--- config.mk ---
export PLATFORM = sky130hd
export DESIGN_NAME = butterfly_pipe
export DESIGN_NICKNAME = d
export VERILOG_FILES = /design/src/rtl/butterfly_pipe.sv
export SDC_FILE = /design/constraint.sdc
export NUM_CORES = 2
export LEC_CHECK = 0
export ABC_CLOCK_PERIOD_IN_PS = 8300
export CAP_MARGIN = 5
export CORE_ASPECT_RATIO = 1.2
export CORE_MARGIN = 1
export CORE_UTILIZATION = 30
export CTS_CLUSTER_SIZE = 14
export DETAILED_ROUTE_END_ITERATION = 10
export SYNTH_ARGS = -nofsm -noshare
export SYNTH_HDL_FRONTEND = slang
export SYNTH_SLANG_ARGS = --single-unit
export TNS_END_PERCENT = 10
--- constraint.sdc ---
create_clock -name clk -period 8.3 [get_ports clk]
set_clock_uncertainty 0.05 [all_clocks]
set_input_delay 1.66 -clock clk [delete_from_list [all_inputs] [get_ports clk]]
set_output_delay 1.66 -clock clk [all_outputs]
set_load 0.03 [all_outputs]
--- src/rtl/butterfly_pipe.sv ---
// Pipelined complex radix-2 DIT butterfly: X = A + B*W, Y = A - B*W.
// Three register stages: S1 input capture, S2 twiddle product (rounded),
// S3 add/sub, optional >>1 scaling, reduction to W bits (registered outputs).
// Optional feature macro: BFLY_SAT_EN. When defined, out-of-range results
// saturate; when undefined they wrap to the low W bits. The ovf flags are
// identical in both builds.
//
// Handshake: a beat moves on in_valid & in_ready; an output beat is taken on
// out_valid & out_ready. The whole pipe advances together when
// adv = ~out_valid | out_ready, and in_ready = adv. When adv is low every
// stage holds, so the outputs stay stable while out_valid & ~out_ready.
module butterfly_pipe #(
  parameter int W  = 12,
  parameter int TW = 12
) (
  input  logic                 clk,
  input  logic                 rst,
  input  logic                 in_valid,
  output logic                 in_ready,
  input  logic signed [W-1:0]  a_re,
  input  logic signed [W-1:0]  a_im,
  input  logic signed [W-1:0]  b_re,
  input  logic signed [W-1:0]  b_im,
  input  logic signed [TW-1:0] w_re,
  input  logic signed [TW-1:0] w_im,
  input  logic                 mul_en,
  input  logic                 scale,
  output logic                 out_valid,
  input  logic                 out_ready,
  output logic signed [W-1:0]  x_re,
  output logic signed [W-1:0]  x_im,
  output logic signed [W-1:0]  y_re,
  output logic signed [W-1:0]  y_im,
  output logic                 ovf,
  output logic                 ovf_sticky,
  input  logic                 ovf_clr
);

  localparam logic [TW-2:0]       TW_HALF = {1'b1, {(TW-2){1'b0}}};
  localparam logic signed [W+1:0] MAX_V   = {3'b000, {(W-1){1'b1}}};
  localparam logic signed [W+1:0] MIN_V   = {3'b111, {(W-1){1'b0}}};

  // Shift a full-precision product right by TW-1 with round-half-to-even.
  function automatic logic signed [W:0] rnd_tw(input logic signed [W+TW:0] p);
    logic signed [W+TW:0] q;
    logic [TW-2:0]        rem;
    q   = p >>> (TW-1);
    rem = p[TW-2:0];
    if ((rem > TW_HALF) || ((rem == TW_HALF) && q[0]))
      q = q + (W+TW+1)'(1);
    return q[W:0];
  endfunction

  // Optional >>1 with round-half-to-even, then reduce to W bits.
  // Returns {overflow, value}.
  function automatic logic [W:0] finish(input logic signed [W+1:0] s,
                                        input logic                scl);
    logic signed [W+1:0] q;
    logic signed [W+1:0] r;
    logic                o;
    logic [W-1:0]        v;
    q = s >>> 1;
    if (s[0] && q[0])
      q = q + (W+2)'(1);
    r = scl ? q : s;
    o = (r > MAX_V) || (r < MIN_V);
`ifdef BFLY_SAT_EN
    if (o)
      v = r[W+1] ? MIN_V[W-1:0] : MAX_V[W-1:0];
    else
      v = r[W-1:0];
`else
    v = r[W-1:0];
`endif
    return {o, v};
  endfunction

  logic adv;
  assign adv      = ~out_valid | out_ready;
  assign in_ready = adv;

  // S1 state
  logic                 v1_q, mul1_q, scl1_q;
  logic signed [W-1:0]  a1_re_q, a1_im_q, b1_re_q, b1_im_q;
  logic signed [TW-1:0] w1_re_q, w1_im_q;

  // Capture the accepted beat together with its per-beat mode bits.
  always_ff @(posedge clk) begin
    if (rst) begin
      v1_q <= 1'b0; mul1_q <= 1'b0; scl1_q <= 1'b0;
      a1_re_q <= '0; a1_im_q <= '0; b1_re_q <= '0; b1_im_q <= '0;
      w1_re_q <= '0; w1_im_q <= '0;
    end else if (adv) begin
      v1_q    <= in_valid;
      mul1_q  <= mul_en;  scl1_q  <= scale;
      a1_re_q <= a_re;    a1_im_q <= a_im;
      b1_re_q <= b_re;    b1_im_q <= b_im;
      w1_re_q <= w_re;    w1_im_q <= w_im;
    end
  end

  // Twiddle multiply in full precision (W+TW+1 bits).
  logic signed [W+TW:0] br_x, bi_x, wr_x, wi_x, pr_re, pr_im;
  logic signed [W:0]    t_re_d, t_im_d;
  assign br_x  = {{(TW+1){b1_re_q[W-1]}}, b1_re_q};
  assign bi_x  = {{(TW+1){b1_im_q[W-1]}}, b1_im_q};
  assign wr_x  = {{(W+1){w1_re_q[TW-1]}}, w1_re_q};
  assign wi_x  = {{(W+1){w1_im_q[TW-1]}}, w1_im_q};
  assign pr_re = br_x * wr_x - bi_x * wi_x;
  assign pr_im = br_x * wi_x + bi_x * wr_x;
  assign t_re_d = mul1_q ? rnd_tw(pr_re) : {b1_re_q[W-1], b1_re_q};
  assign t_im_d = mul1_q ? rnd_tw(pr_im) : {b1_im_q[W-1], b1_im_q};

  // S2 state
  logic                v2_q, scl2_q;
  logic signed [W-1:0] a2_re_q, a2_im_q;
  logic signed [W:0]   t2_re_q, t2_im_q;

  // Register the rounded twiddle product alongside A.
  always_ff @(posedge clk) begin
    if (rst) begin
      v2_q <= 1'b0; scl2_q <= 1'b0;
      a2_re_q <= '0; a2_im_q <= '0; t2_re_q <= '0; t2_im_q <= '0;
    end else if (adv) begin
      v2_q    <= v1_q;    scl2_q  <= scl1_q;
      a2_re_q <= a1_re_q; a2_im_q <= a1_im_q;
      t2_re_q <= t_re_d;  t2_im_q <= t_im_d;
    end
  end

  // Sum/difference at W+2 bits, then scale and reduce.
  logic signed [W+1:0] s_xr, s_xi, s_yr, s_yi;
  logic [W:0]          f_xr, f_xi, f_yr, f_yi;
  logic                ovf_d;
  assign s_xr = {{2{a2_re_q[W-1]}}, a2_re_q} + {t2_re_q[W], t2_re_q};
  assign s_xi = {{2{a2_im_q[W-1]}}, a2_im_q} + {t2_im_q[W], t2_im_q};
  assign s_yr = {{2{a2_re_q[W-1]}}, a2_re_q} - {t2_re_q[W], t2_re_q};
  assign s_yi = {{2{a2_im_q[W-1]}}, a2_im_q} - {t2_im_q[W], t2_im_q};
  assign f_xr = finish(s_xr, scl2_q);
  assign f_xi = finish(s_xi, scl2_q);
  assign f_yr = finish(s_yr, scl2_q);
  assign f_yi = finish(s_yi, scl2_q);
  assign ovf_d = f_xr[W] | f_xi[W] | f_yr[W] | f_yi[W];

  // S3 state
  logic                out_valid_q, ovf_q, sticky_q;
  logic signed [W-1:0] x_re_q, x_im_q, y_re_q, y_im_q;

  // Output stage: load a beat (or a bubble) whenever the pipe advances.
  always_ff @(posedge clk) begin
    if (rst) begin
      out_valid_q <= 1'b0; ovf_q <= 1'b0;
      x_re_q <= '0; x_im_q <= '0; y_re_q <= '0; y_im_q <= '0;
    end else if (adv) begin
      out_valid_q <= v2_q;
      ovf_q       <= v2_q & ovf_d;
      if (v2_q) begin
        x_re_q <= f_xr[W-1:0]; x_im_q <= f_xi[W-1:0];
        y_re_q <= f_yr[W-1:0]; y_im_q <= f_yi[W-1:0];
      end
    end
  end

  // Sticky overflow: a new overflowing beat wins over a clear in the same cycle.
  always_ff @(posedge clk) begin
    if (rst)
      sticky_q <= 1'b0;
    else if (adv && v2_q && ovf_d)
      sticky_q <= 1'b1;
    else if (ovf_clr)
      sticky_q <= 1'b0;
  end

  assign out_valid  = out_valid_q;
  assign ovf        = ovf_q;
  assign ovf_sticky = sticky_q;
  assign x_re = x_re_q;
  assign x_im = x_im_q;
  assign y_re = y_re_q;
  assign y_im = y_im_q;

endmodule

==> impl_metrics.ini <==
[sta]
timing.fmax_mhz = 127
setup_viol = 0
setup_slack_ns = 0.431
grt_setup_unrepaired = no
hold_violations = 0
period_needed_ns = 7.87
period_share = 0.948
max_slew.worst_pin.slew_ns = 0.938
slew_headroom = 0.365
slew_violations = 0

[place]
gp_congestion = 0.870
placed_area_um2 = 37500
place_hpwl_mm = 77.8
dp.cells = 5550
place_ws_ns = -0.104
portBuffers = 130

[critical_path]
cp_top_family = adder cells
crit_cells = 23
required_ns = 8.69
crit_slowest_cell = dfxtp_1
r2r_end = t2_im_q[10]
path_common_cell = fa_1
arrival_ns = 8.26
worstSetupPathType = reg -> reg
max_stage_delay_ns = 0.66
r2r-start = w1_im_q[1]
critPathLaunch = w1_im_q[1]
r2r_cells = 23
setup.worst_path.end = t2_im_q[10]
critical_path.max_fanout = 12
crit_chain = and2_1 -> fa_1 -> fa_1 -> inv_1 -> fa_1 -> fa_1 -> inv_1 -> fa_1 -> fa_1 -> inv_1 -> fa_1 -> inv_1 -> ha_1 -> and2_1 -> a221o_1 -> or4_1 -> o22ai_1 -> xnor2_1 -> nor4b_4 -> nand4b_1 -> xnor2_1 -> a211oi_1 -> a31o_2
crit_path_start_kind = register
rrSetupSlack_ns = 0.43
crit_buf_inv = 4
end_kind = register

[logic_synthesis]
async_reset_ff_frac = 0
synth_top_area_cell = fa_1
synth-seq-cells = 178
ys_top_cells_by_area = fa_1, dfxtp_1, ha_1, inv_1, nand2_1
synth_edf_count = 0
syn_nets = 4990
syn_inst = 4030
ys_types = 99
syn_area_um2 = 34400
synth_top_cells_by_count = inv_1, fa_1, nand2_1
synth_top_cell_area_share = 0.369
synth_most_common_cell = inv_1
yosys_warnings = 0
synth_ff_type = dfxtp_1
synth-seq-area-share = 0.104
syn_area_per_cell_um2 = 8.53

[power]
p_clk_frac = 0.060
p_switching_mw = 8.25
sw_frac_of_total = 0.557
irDropWorstVdd_v = 0.000879
comb_power_share = 0.868
power_frac_seq = 0.072
intPower_mw = 6.55
p_leak_nw = 17.4
powerDensity_nw_per_um2 = 388

[die]
die-area_um2 = 116000
initial_core_util = 0.304
die_h_um = 373
core_um2 = 113000
boundaryPins = 131
die_w_um = 311
num_rows = 135

[cells_and_area]
seqCellArea_um2 = 3580
nNetsFinal = 5022
instances_no_fill = 5584
area_growth_pct = 10.9
drive_gt1_frac = 0.0442
multiInputGateArea_um2 = 27200
fin_area_um2 = 38100
num-fill-cells = 11900
finalCoreUtilization = 0.337

[drt]
drc = 0
drt-pass1-iter-count = 7
viasPerCell = 4.84
num_vias = 27000
drt_iter0_markers = 1817
wl_mm = 95.5
drtAntennaViolNets = 0
wl_per_cell_um = 17.1

[clock_tree]
cts_buffers = 17
clkSinkCount = 178
clockRootBuffer = clkbuf_16
clock_tree.buffer_depth = 2
clock_latency_ns = 0.51
h-tree-depth = 4
clk_transition_reported_paths_ns = 0.09
cts_tree = built

[flow_run]
max_cap_viol_count = 0

[global_routing]
grt_max_degree = 143
grt_pass1_wl_mm = 154
antenna_found_initial = 1
grtUsageTotal = 0.168
grt_overflow = 0
grt_pass1_vias = 27500

[min_path]
min_path_type = reg -> reg

[status]
outcome = finished clean
-- worst min-delay path: stages (launching register included) --
cell and delay [ns]:
dfxtp_1 0.31, nand2_1 0.05, a21oi_1 0.05
-- layer usage --
| layer | track usage | up-vias | part of all wire |
|---|---|---|---|
| met5 | 0 | - | 0 |
| met4 | 0.0450 | 0 | 0.023 |
| met3 | 0.0212 | 107 | 0.050 |
| met2 | 0.284 | 705 | 0.49 |
| met1 | 0.224 | 13600 | 0.44 |
| li1 | - | 12600 | - |
-- power groups by stage --
stage,logic (mW),clock network (mW),registers [mW]
floorplan,9.36,0,1.06
global placement,12.5,0,1.09
detailed placement,12.7,0,1.09
CTS,12.8,0.896,1.07
global route,14.3,0.927,1.09
finish,12.8,0.881,1.07
-- cell families after synthesis --
group                      count (synthesis)  synth area share
xor gates and xnor gates                 131            0.0340
AOI/OAI and AO/OA                        585             0.110
DFF                                      178             0.104
adders and majority gates                881             0.459
buffers and inverters                    956             0.107
muxes                                     25           0.00735
and+or+nand+nor                         1274             0.179
-- cell usage in the layout, fill, tap and decap left out, types with 88 or more instances in the layout --
| cell | instances |
|---|---|
| ha_1 | 247 |
| clkdlybuf4s50_1 | 129 |
| inv_1 | 744 |
| xnor2_1 | 100 |
| a21oi_1 | 224 |
| and2_1 | 290 |
| buf_4 | 88 |
| fa_1 | 633 |
| nand2_1 | 544 |
| nor2_1 | 186 |
| dfxtp_1 | 166 |
-- worst min-delay path by stage --
stage / slack (ns) / to / cells after the start / from
global route: 0.42 / scl1_q / 2 / scl1_q
floorplan: 0.38 / a1_im_q[0] / 2 / a1_im_q[0]
global placement: 0.39 / a1_re_q[7] / 2 / a1_re_q[7]
detailed placement: 0.39 / scl2_q / 2 / scl1_q
finish: 0.41 / v1_q / 2 / v1_q
CTS: 0.40 / scl2_q / 2 / scl1_q
-- cell type report --
class	count	area share
Sequential cell	178	0.0939
Tap cell	1507	0.0495
Clock buffer	17	0.0112
Antenna cell	2	0.000131
Inverter	746	0.0735
Timing Repair Buffer	223	0.0541
Clock inverter	15	0.00496
Multi-Input combinational cell	2896	0.713
-- per-stage QoR --
| stage | hold slack [ns] | power, mW | TNS, ns |
|---|---|---|---|
| 2_1_floorplan | 0.382 | 10.4 | 0 |
| 3_3_place_gp | 0.390 | 13.6 | 0 |
| 3_5_place_dp | 0.391 | 13.8 | -0.166 |
| 4_1_cts | 0.403 | 14.7 | 0 |
| 5_1_grt | 0.421 | 16.4 | 0 |
| 6_report | 0.405 | 14.8 | 0 |
-- what timing repair did --
item                                    in CTS  in global routing
buffers inserted                             0                  0
endpoints found under the setup margin       3                  8
pin swaps                                    0                  0
gates resized for setup                      1                 13
hold buffers                                 0                  0
gates cloned                                 0                  0
-- sequential cells by signal, indices dropped and copies added, names as in the netlist, 12 cells and up --
signal	count
w1_re_q	12
y_re	12
x_im	12
y_im	12
b1_re_q	12
x_re	12
a2_im_q	12
a2_re_q	12
t2_re_q	13
a1_re_q	12
b1_im_q	12
w1_im_q	12
a1_im_q	12
t2_im_q	13
Power figures use the tool's default switching activity.
